===== config.mk =====
export PLATFORM = sky130hd
export DESIGN_NAME = instr_fetch
export DESIGN_NICKNAME = d
export VERILOG_FILES = /design/src/rtl/instr_fetch.sv
export SDC_FILE = /design/constraint.sdc
export NUM_CORES = 1
export LEC_CHECK = 0
export ABC_AREA = 1
export CELL_PAD_IN_SITES_DETAIL_PLACEMENT = 1
export CELL_PAD_IN_SITES_GLOBAL_PLACEMENT = 2
export CORE_MARGIN = 2
export CORE_UTILIZATION = 20
export DETAILED_ROUTE_END_ITERATION = 8
export PLACE_DENSITY = 0.86
export SLEW_MARGIN = 15
export SYNTH_ARGS = -nofsm -noshare
export SYNTH_HDL_FRONTEND = slang
export SYNTH_SLANG_ARGS = --single-unit
export TNS_END_PERCENT = 10

===== constraint.sdc =====
create_clock -name clk -period 1.7 [get_ports clk]
set_input_delay 0.34 -clock clk [delete_from_list [all_inputs] [get_ports clk]]
set_output_delay 0.34 -clock clk [all_outputs]
set_load 0.1 [all_outputs]

===== src/rtl/instr_fetch.sv =====
// Multi-cycle fetch stage: PC, instruction register and opcode expansion for the control decoder.
// Three cycles per instruction (FETCH, DECODE, EXEC). A stall holds EXEC and everything it presents.
module instr_fetch #(
    parameter int PC_W = 8
) (
    input  logic            clk,
    input  logic            rst_n,
    output logic [PC_W-1:0] imem_addr,
    input  logic [31:0]     imem_rdata,
    input  logic            stall,
    input  logic            pc_we,
    input  logic            pc_mux,
    input  logic [PC_W-1:0] branch_target,
    output logic [26:0]     opcode,
    output logic [15:0]     imm,
    output logic [PC_W-1:0] pc_out,
    output logic            instr_valid,
    output logic            halted,
    output logic            illegal
);

    typedef struct packed {
        logic [4:0]  opc;
        logic [1:0]  x;
        logic [1:0]  y;
        logic [6:0]  rsvd;
        logic [15:0] imm;
    } instr_t;

    typedef enum logic [1:0] {
        FETCH  = 2'd0,
        DECODE = 2'd1,
        EXEC   = 2'd2,
        HALT   = 2'd3
    } state_t;

    localparam logic [4:0]      OPC_HALT      = 5'd31;
    localparam logic [4:0]      OPC_FIRST_BAD = 5'd23;
    localparam logic [PC_W-1:0] PC_ONE        = {{(PC_W-1){1'b0}}, 1'b1};

    state_t          state;
    logic [PC_W-1:0] pc;
    instr_t          ir;
    instr_t          rd;
    logic [22:0]     op;
    logic            unused_rsvd;

    assign rd          = imem_rdata;
    assign imem_addr   = pc;
    assign unused_rsvd = ^ir.rsvd;

    always_ff @(posedge clk) begin
        if (!rst_n) begin
            state       <= FETCH;
            pc          <= '0;
            ir          <= '0;
            illegal     <= 1'b0;
            instr_valid <= 1'b0;
            halted      <= 1'b0;
        end else begin
            case (state)
                FETCH: state <= DECODE;
                DECODE: begin
                    ir <= rd;
                    if (rd.opc == OPC_HALT) begin
                        state  <= HALT;
                        halted <= 1'b1;
                    end else begin
                        state       <= EXEC;
                        instr_valid <= 1'b1;
                        // Undefined opcodes still run as NOOP; the flag only records that one was seen.
                        if (rd.opc >= OPC_FIRST_BAD) begin
                            illegal <= 1'b1;
                        end
                    end
                end
                EXEC: begin
                    if (!stall) begin
                        if (pc_we) begin
                            pc <= pc_mux ? branch_target : pc + PC_ONE;
                        end
                        state       <= FETCH;
                        instr_valid <= 1'b0;
                    end
                end
                HALT: state <= HALT;
            endcase
        end
    end

    // opc k in 1..22 lights op[k-1]; everything else decodes to all-zero.
    always_comb begin
        op = '0;
        for (int k = 1; k <= 22; k++) begin
            if (ir.opc == 5'(k)) begin
                op[k-1] = 1'b1;
            end
        end
    end

    assign opcode = instr_valid ? {ir.x, ir.y, op} : 27'd0;
    assign imm    = instr_valid ? ir.imm : 16'd0;
    assign pc_out = instr_valid ? pc : '0;

endmodule


==> results of run 1 <==
## per-layer routing
layer | wire length (µm) | share of wire [%] | track usage, % | up-vias
met3 | 243 | 3.5 | 2.44 | 5
met4 | 49 | 0.70 | 2.90 | 0
met1 | 3000 | 43 | 15.9 | 1063
met2 | 3700 | 53 | 24.8 | 54
li1 | - | - | - | 1179
met5 | 0 | 0 | 0 | -
## logic make-up (layout without fill, tap and decap cells)
| kind of cell | Yosys count | in the layout |
|---|---|---|
| compound gates | 53 | 53 |
| fa+ha+maj | 1 | 1 |
| other cells | 1 | 1 |
| flops | 38 | 38 |
| buf+inv | 67 | 169 |
| simple gates | 165 | 165 |
## flip-flops by register name (all words and copies together) (netlist names)
register,cells
state,2
halted,1
ir,25
instr_valid,1
illegal,1
imem_addr,8
## power by group through the flow
stage          logic (µW)  registers [µW]  clock network, µW
2_1_floorplan         488            1100                  0
3_3_place_gp          858            1050                  0
3_5_place_dp          876            1050                  0
4_1_cts               884            1040                647
5_1_grt               947            1050                674
6_report              874            1040                611
## per-stage QoR
step | util (%) | setup WS [ns] | total power [µW] | setup TNS, ns | cell area (µm²)
final | 41.8 | -0.0470 | 2520 | -0.473 | 4070
after global routing | 41.8 | -0.153 | 2670 | -2.48 | 4070
after floorplan | - | -0.279 | 1580 | -8.63 | 2190
after global placement | 40.5 | 0.103 | 1910 | 0 | 3940
after CTS | 41.6 | -0.0577 | 2570 | -0.661 | 4040
after detailed placement | 40.5 | 0.0705 | 1930 | 0 | 3940
## cells in the final DEF (no fill, tap or decap), drive strengths merged, types with 8 or more instances in the layout
master         count
dfxtp             38
nand2             67
clkdlybuf4s50     37
o21ai             35
inv               48
a21oi             15
nor2              89
buf               70
nand3              8
## timing repair
item | CTS | global route
buffers inserted | 0 | 0
endpoints found under the setup margin | 24 | 36
resized for setup | 10 | 8
pin swaps | 1 | 0
## cell type report
type	count	area [µm²]	share of cell area [%]
Clock buffer	6	72.6	1.79
Clock inverter	2	10.0	0.246
Inverter	54	228	5.60
Multi-Input combinational cell	220	1150	28.4
Sequential cell	38	776	19.1
Tap cell	133	166	4.09
Timing Repair Buffer	107	1660	40.8
## worst max path at each step
stage                   endpoint  slack, ns  cells after the start
floorplan             opcode[15]      -0.28                      4
global placement    imem_addr[3]       0.10                      8
detailed placement   instr_valid       0.07                      7
CTS                   opcode[10]      -0.06                      5
global route           opcode[0]      -0.15                      5
finish                 opcode[4]      -0.05                      5
## critical path, delay by kind of cell (launching register included)
kind,cells,cell delay (ns)
flip-flops,1,0.37
AND/OR/NAND/NOR,2,0.29
buffers and inverters,3,0.45
==> results.md, run 1 <==
* Status: finished with violations
* Failing checks: negative setup slack
* Final slew viol count at 0
* Filler instances at about 1200
* Synth-to-layout area growth at 103%
* Most common flop cell mapped by yosys: dfxtp_1
* R2r endpoint: imem_addr[6]
* R2R cell count at 8
* Reg power frac at 41.1%
* Routed length per instance at around 12 µm
* Chip width at 104 µm
* Final wirelength at between 6000 and 7000 µm
* Worst path required time at roughly 1.4 ns
* Total grt overflow at 0
* CTS sink count at 38
* PwrDens at approximately 620 mW/mm²
* Hold Crit Endpoint: halted
* Min-delay src: halted
* Layout cell share with drive strength beyond 1 at a little under a third
* Fin. Hold Viols at 0
* Reg2reg setup slack at ~0.37 ns
* IO Pins at 107
* Clk buf depth at 2
* Seq/Total Area, Yosys at 38.0%
* Area of the mapped netlist at about 0.002 mm²
* Synth unique cells at 26
* Tmin final at 1.75 ns
* Max-cap viol count at 0
* Async set-reset flop share out of synthesis at 0%
* Area leader, netlist: dfxtp_1
* Post-synthesis xor/xnor area fraction at 0%
* Ant diodes at 0
* Total core area at about 0.01 mm²
* Max H-tree Level at 2
* Initial antenna violation count at 0
* GR Util All Layers at about an eighth
* Final critical-path share of the clock period at 103%
* Largest net degree at the start of global routing at 31
* Final ANT Viol Nets at 0
* Comb pwr share at 34.7%
* Clk slew on worst S/H paths at 0.08 ns
* Crit. Startpoint: ir[29]
* Min Hold Slack at around 0.5 ns
* Nets at between 400 and 500
* Post-synthesis simple-gate area fraction at 32.8%
* Slew HR at approximately 61%
* Largest family of logic cells by synthesized area: simple AND/OR/NAND/NOR gates
* CTS Root Cell: clkbuf_8
* Final WS setup at -0.0470 ns
* Switching Fraction at 37.8%
* DRT iter0 DRCs at between 40 and 50
* Worst EP arrival at between 1 and 1.5 ns
* Via-per-instance ratio at 4.11
* DRT Pass-1 Iters at 4
* Pint at roughly 1600 µW
* Synth area leaders: dfxtp_1, nor2_1, nand2_1, inv_1, o21ai_0
* Psw at approximately 950 µW
* Number of flops mapped to enable cells by yosys at 0
* Mapped Cells at around 330
* Compound-Gate Fraction of Synth Area at 14.5%
* Hold buffer count at CTS at 0
* Vias at 2301
* Hold Path Class: reg -> reg
* RSZ-0062 raised after global routing: true
* Post-synth top cells: nor2_1, nand2_1, inv_1, dfxtp_1, o21ai_0
* Row count at 36
* Maximum vdd drop at between 0.0003 and 0.0004 V
* Mux share of post-synthesis cell area at 0%
* Top-area cell type share of the netlist area at roughly two fifths
* Post-route DRC at 0
* Synthesized Nets at ~370
* Critical path type: reg -> out
* Static leakage at about 0.0017 µW
* CTS tree: yes
* Initial Util at 20.6%
* Number of synthesized register bits at 38
* Post-DP HPWL at around 5600 µm
* Slowest Stage Delay on Critical Path at 0.37 ns
* Slowest cell on crit path: dfxtp_1
* Placed insts at roughly 550
* YS warnings at 0
* Syn avg cell area at around 6 µm²
* Port buffer count at 98
* Cells along the critical path: inv_1 > nor2_2 > inv_1 > nor2_4 > buf_12
* CP dominant cell by count: inv_1
* Startpoint Class: flip-flop
* Clock skew at 0.0100 ns
* Vias in the first global route at roughly 2500
* Critical Path Sink Type: primary output
* Cell count of the worst hold path at 2
* CTS buffer count at 5
* Clk_lat worst skew at between 0.2 and 0.3 ns
* Post-Layout Cell Count at 560
* First-pass GRT wire length at roughly 12000 µm
* Endpoints failing setup at 14
* Worst r2r src: imem_addr[1]
* Clk pwr share at 24.2%
* Most frequent cell after synthesis: nor2_1
* Die ar. at ~0.011 mm²
* Post-Synth Adder-Cell Area at less than 1%
* GPL Wtd Cong at about 0.81
* Chip Height at 104 µm
* Maximum clock frequency at around 0.57 GHz
* Largest driver fanout on the critical path at 4
* Least-Margin Pin Slew at just under 0.6 ns
No activity file was read; power rests on OpenSTA's default activity.
==> run 2: changes to the inputs <==
RECOVER_POWER = 50   (was not set)
==> run 2 against run 1 <==
Effect of this change:
- the run still ends with negative setup slack left
- cell area decreased by 2.2%
- final cell count unchanged
- critical path depth unchanged
- maximum frequency about the same
- combinational power decreased by 2%
- sequential power about the same
- clock power about the same
- die area unchanged
- clock skew about the same
- sequential share of layout area increased by 0.40 points
- clock-buffer cell count unchanged
- critical path type unchanged
- largest cell class unchanged
==> results.md, run 2 (synthesized netlist as in run 1, its figures left out) <==
* Worst r2r src: state[0]
* Post-route DRC at 0 (unchanged)
* Min-delay src: halted
* Slew HR at 62.7% (+1.3 points)
* Global-route layer with the greatest usage: met2
* Chip width at 104 µm (unchanged)
* Pre-CTS setup slack at 0.0705 ns (unchanged)
* Hold buffer count at CTS at 0 (unchanged)
* Met2 global-route usage at 24.8% (unchanged)
* Largest driver fanout on the critical path at 4 (unchanged)
* Critical Path Sink Type: primary output
* GR Util met3 at 2.44% (unchanged)
* Routed length per instance at 12.5 µm (+0.23%)
* Post-DP HPWL at 5590 µm (unchanged)
* Nets at 472 (unchanged)
* Initial antenna violation count at 0 (unchanged)
* Ant diodes at 0 (unchanged)
* Row count at 36 (unchanged)
* Total grt overflow at 0 (unchanged)
* Startpoint Class: flip-flop
* Largest net degree at the start of global routing at 31 (unchanged)
* Clock skew at 0.0103 ns (+0.000230 ns)
* Total core area at 0.00973 mm² (unchanged)
* Most frequent cells in the layout: nand2_1, nor2_1, buf_12, inv_1, clkdlybuf4s50_1
* Final critical-path share of the clock period at 103% (about the same)
* Maximum vdd drop at 0.000357 V (about the same)
* Max H-tree Level at 2 (unchanged)
* Slowest Stage Delay on Critical Path at 0.37 ns (about the same)
* Layout cell share with drive strength beyond 1 at 30.4% (-1.2 points)
* Min Hold Slack at 0.458 ns (-0.0369 ns)
* DRT iter0 DRCs at 49 (+4.3%)
* Tmin final at 1.75 ns (+0.00140 ns)
* RSZ-0062 raised after global routing: true
* Vias at 2307 (+0.26%)
* Least-Margin Pin Slew at 0.562 ns (-0.0161 ns)
* Most flops, register: ir
* PwrDens at 628 mW/mm² (+1.4%)
* CTS sink count at 38 (unchanged)
* Slowest cell on crit path: dfxtp_1
* Final slew viol count at 0 (unchanged)
* Worst path required time at 1.36 ns (about the same)
* Max-cap viol count at 0 (unchanged)
* IO Pins at 107 (unchanged)
* Clk_lat worst skew at 0.29 ns (about the same)
* Crit. Startpoint: ir[29]
* Post-CTS setup buffers at 0 (unchanged)
* Final wirelength at 7010 µm (+0.23%)
* CP dominant cell by count: inv_1
* Clk buf depth at 2 (unchanged)
* CTS buffer count at 5 (unchanged)
* Initial Util at 20.6% (unchanged)
* Largest register FFs at 25 (unchanged)
* Final WS setup at -0.0484 ns (-0.00140 ns)
* Critical path type: reg -> out
* Endpoints failing setup at 15 (+1)
* First-pass GRT wire length at 11900 µm (unchanged)
* Final ANT Viol Nets at 0 (unchanged)
* Cells along the critical path: inv_1 > nor2_2 > inv_1 > nor2_4 > buf_12
* GPL Wtd Cong at 0.807 (unchanged)
* Status: finished with violations
* Maximum clock frequency at 0.572 GHz (about the same)
* Vias in the first global route at 2478 (unchanged)
* M1 GR Usage at 15.9% (unchanged)
* CTS Root Cell: clkbuf_8
* Post-Route Utilization at 40.9% (-0.93 points)
* Via-per-instance ratio at 4.12 (+0.26%)
* Failing checks: negative setup slack
* Fin. Hold Viols at 0 (unchanged)
* Filler instances at 1189 (+0.76%)
* Synth-to-layout area growth at 98.7%
* Static leakage at 0.00170 µW (-1.6%)
* Hold Path Class: reg -> reg
* GR Util All Layers at 13.3% (unchanged)
* CTS tree: yes
* Port buffer count at 98 (unchanged)
* Die ar. at 0.0108 mm² (unchanged)
* Clk slew on worst S/H paths at 0.08 ns (about the same)
* Commonest non-fill, non-tap cell in the layout: nand2_1
* Chip Height at 104 µm (unchanged)
* Worst EP arrival at 1.41 ns (about the same)
* DRT Pass-1 Iters at 4 (unchanged)
## run 2: what timing repair did
action,CTS,global route
resized for setup,10,8
pin swaps,1,0
setup endpoints to repair,24,36
## run 2: cell type report
type | instances | area, µm² | area share (%)
sequential | 38 | 774 | 19.5
clock inverter | 2 | 10.0 | 0.252
inverter | 54 | 228 | 5.73
tap | 133 | 166 | 4.19
timing repair buffer | 107 | 1600 | 40.2
clock buffer | 6 | 72.6 | 1.83
multi-input combinational | 220 | 1130 | 28.4
## run 2: path summary, 6_finish.rpt
check | endpoint | slack [ns] | depth (start not counted)
max | opcode[4] | -0.05 | 5
min reg2reg | halted | 0.46 | 2
max reg2reg | instr_valid | 0.21 | 7
min | halted | 0.46 | 2
## run 2: per-layer routing
metal	vias up	wire, µm	part of all wire, %
li1	1181	-	-
met3	4	237	3.4
met2	53	3730	53
met4	0	40	0.57
met1	1069	3010	43
met5	-	0	0
## run 2: worst max-delay path: cells and delay by family, from the launching register on
kind	cells	cell delay, ns
flops	1	0.37
buf+inv	3	0.45
simple gates	2	0.29
## run 2: stage by stage
step                power, µW  instances  setup TNS [ns]  cell area (µm²)
detailed placement       1930        552               0             3940
finish                   2500        560          -0.502             3980
floorplan                1580        325           -8.63             2190
global placement         1910        552               0             3940
CTS                      2570        560          -0.661             4040
global route             2650        560           -2.48             3980
## run 2: power by group
group	internal, µW	switching, µW
registers	976	57.0
clock network	285	327
logic	293	561
total	1550	945
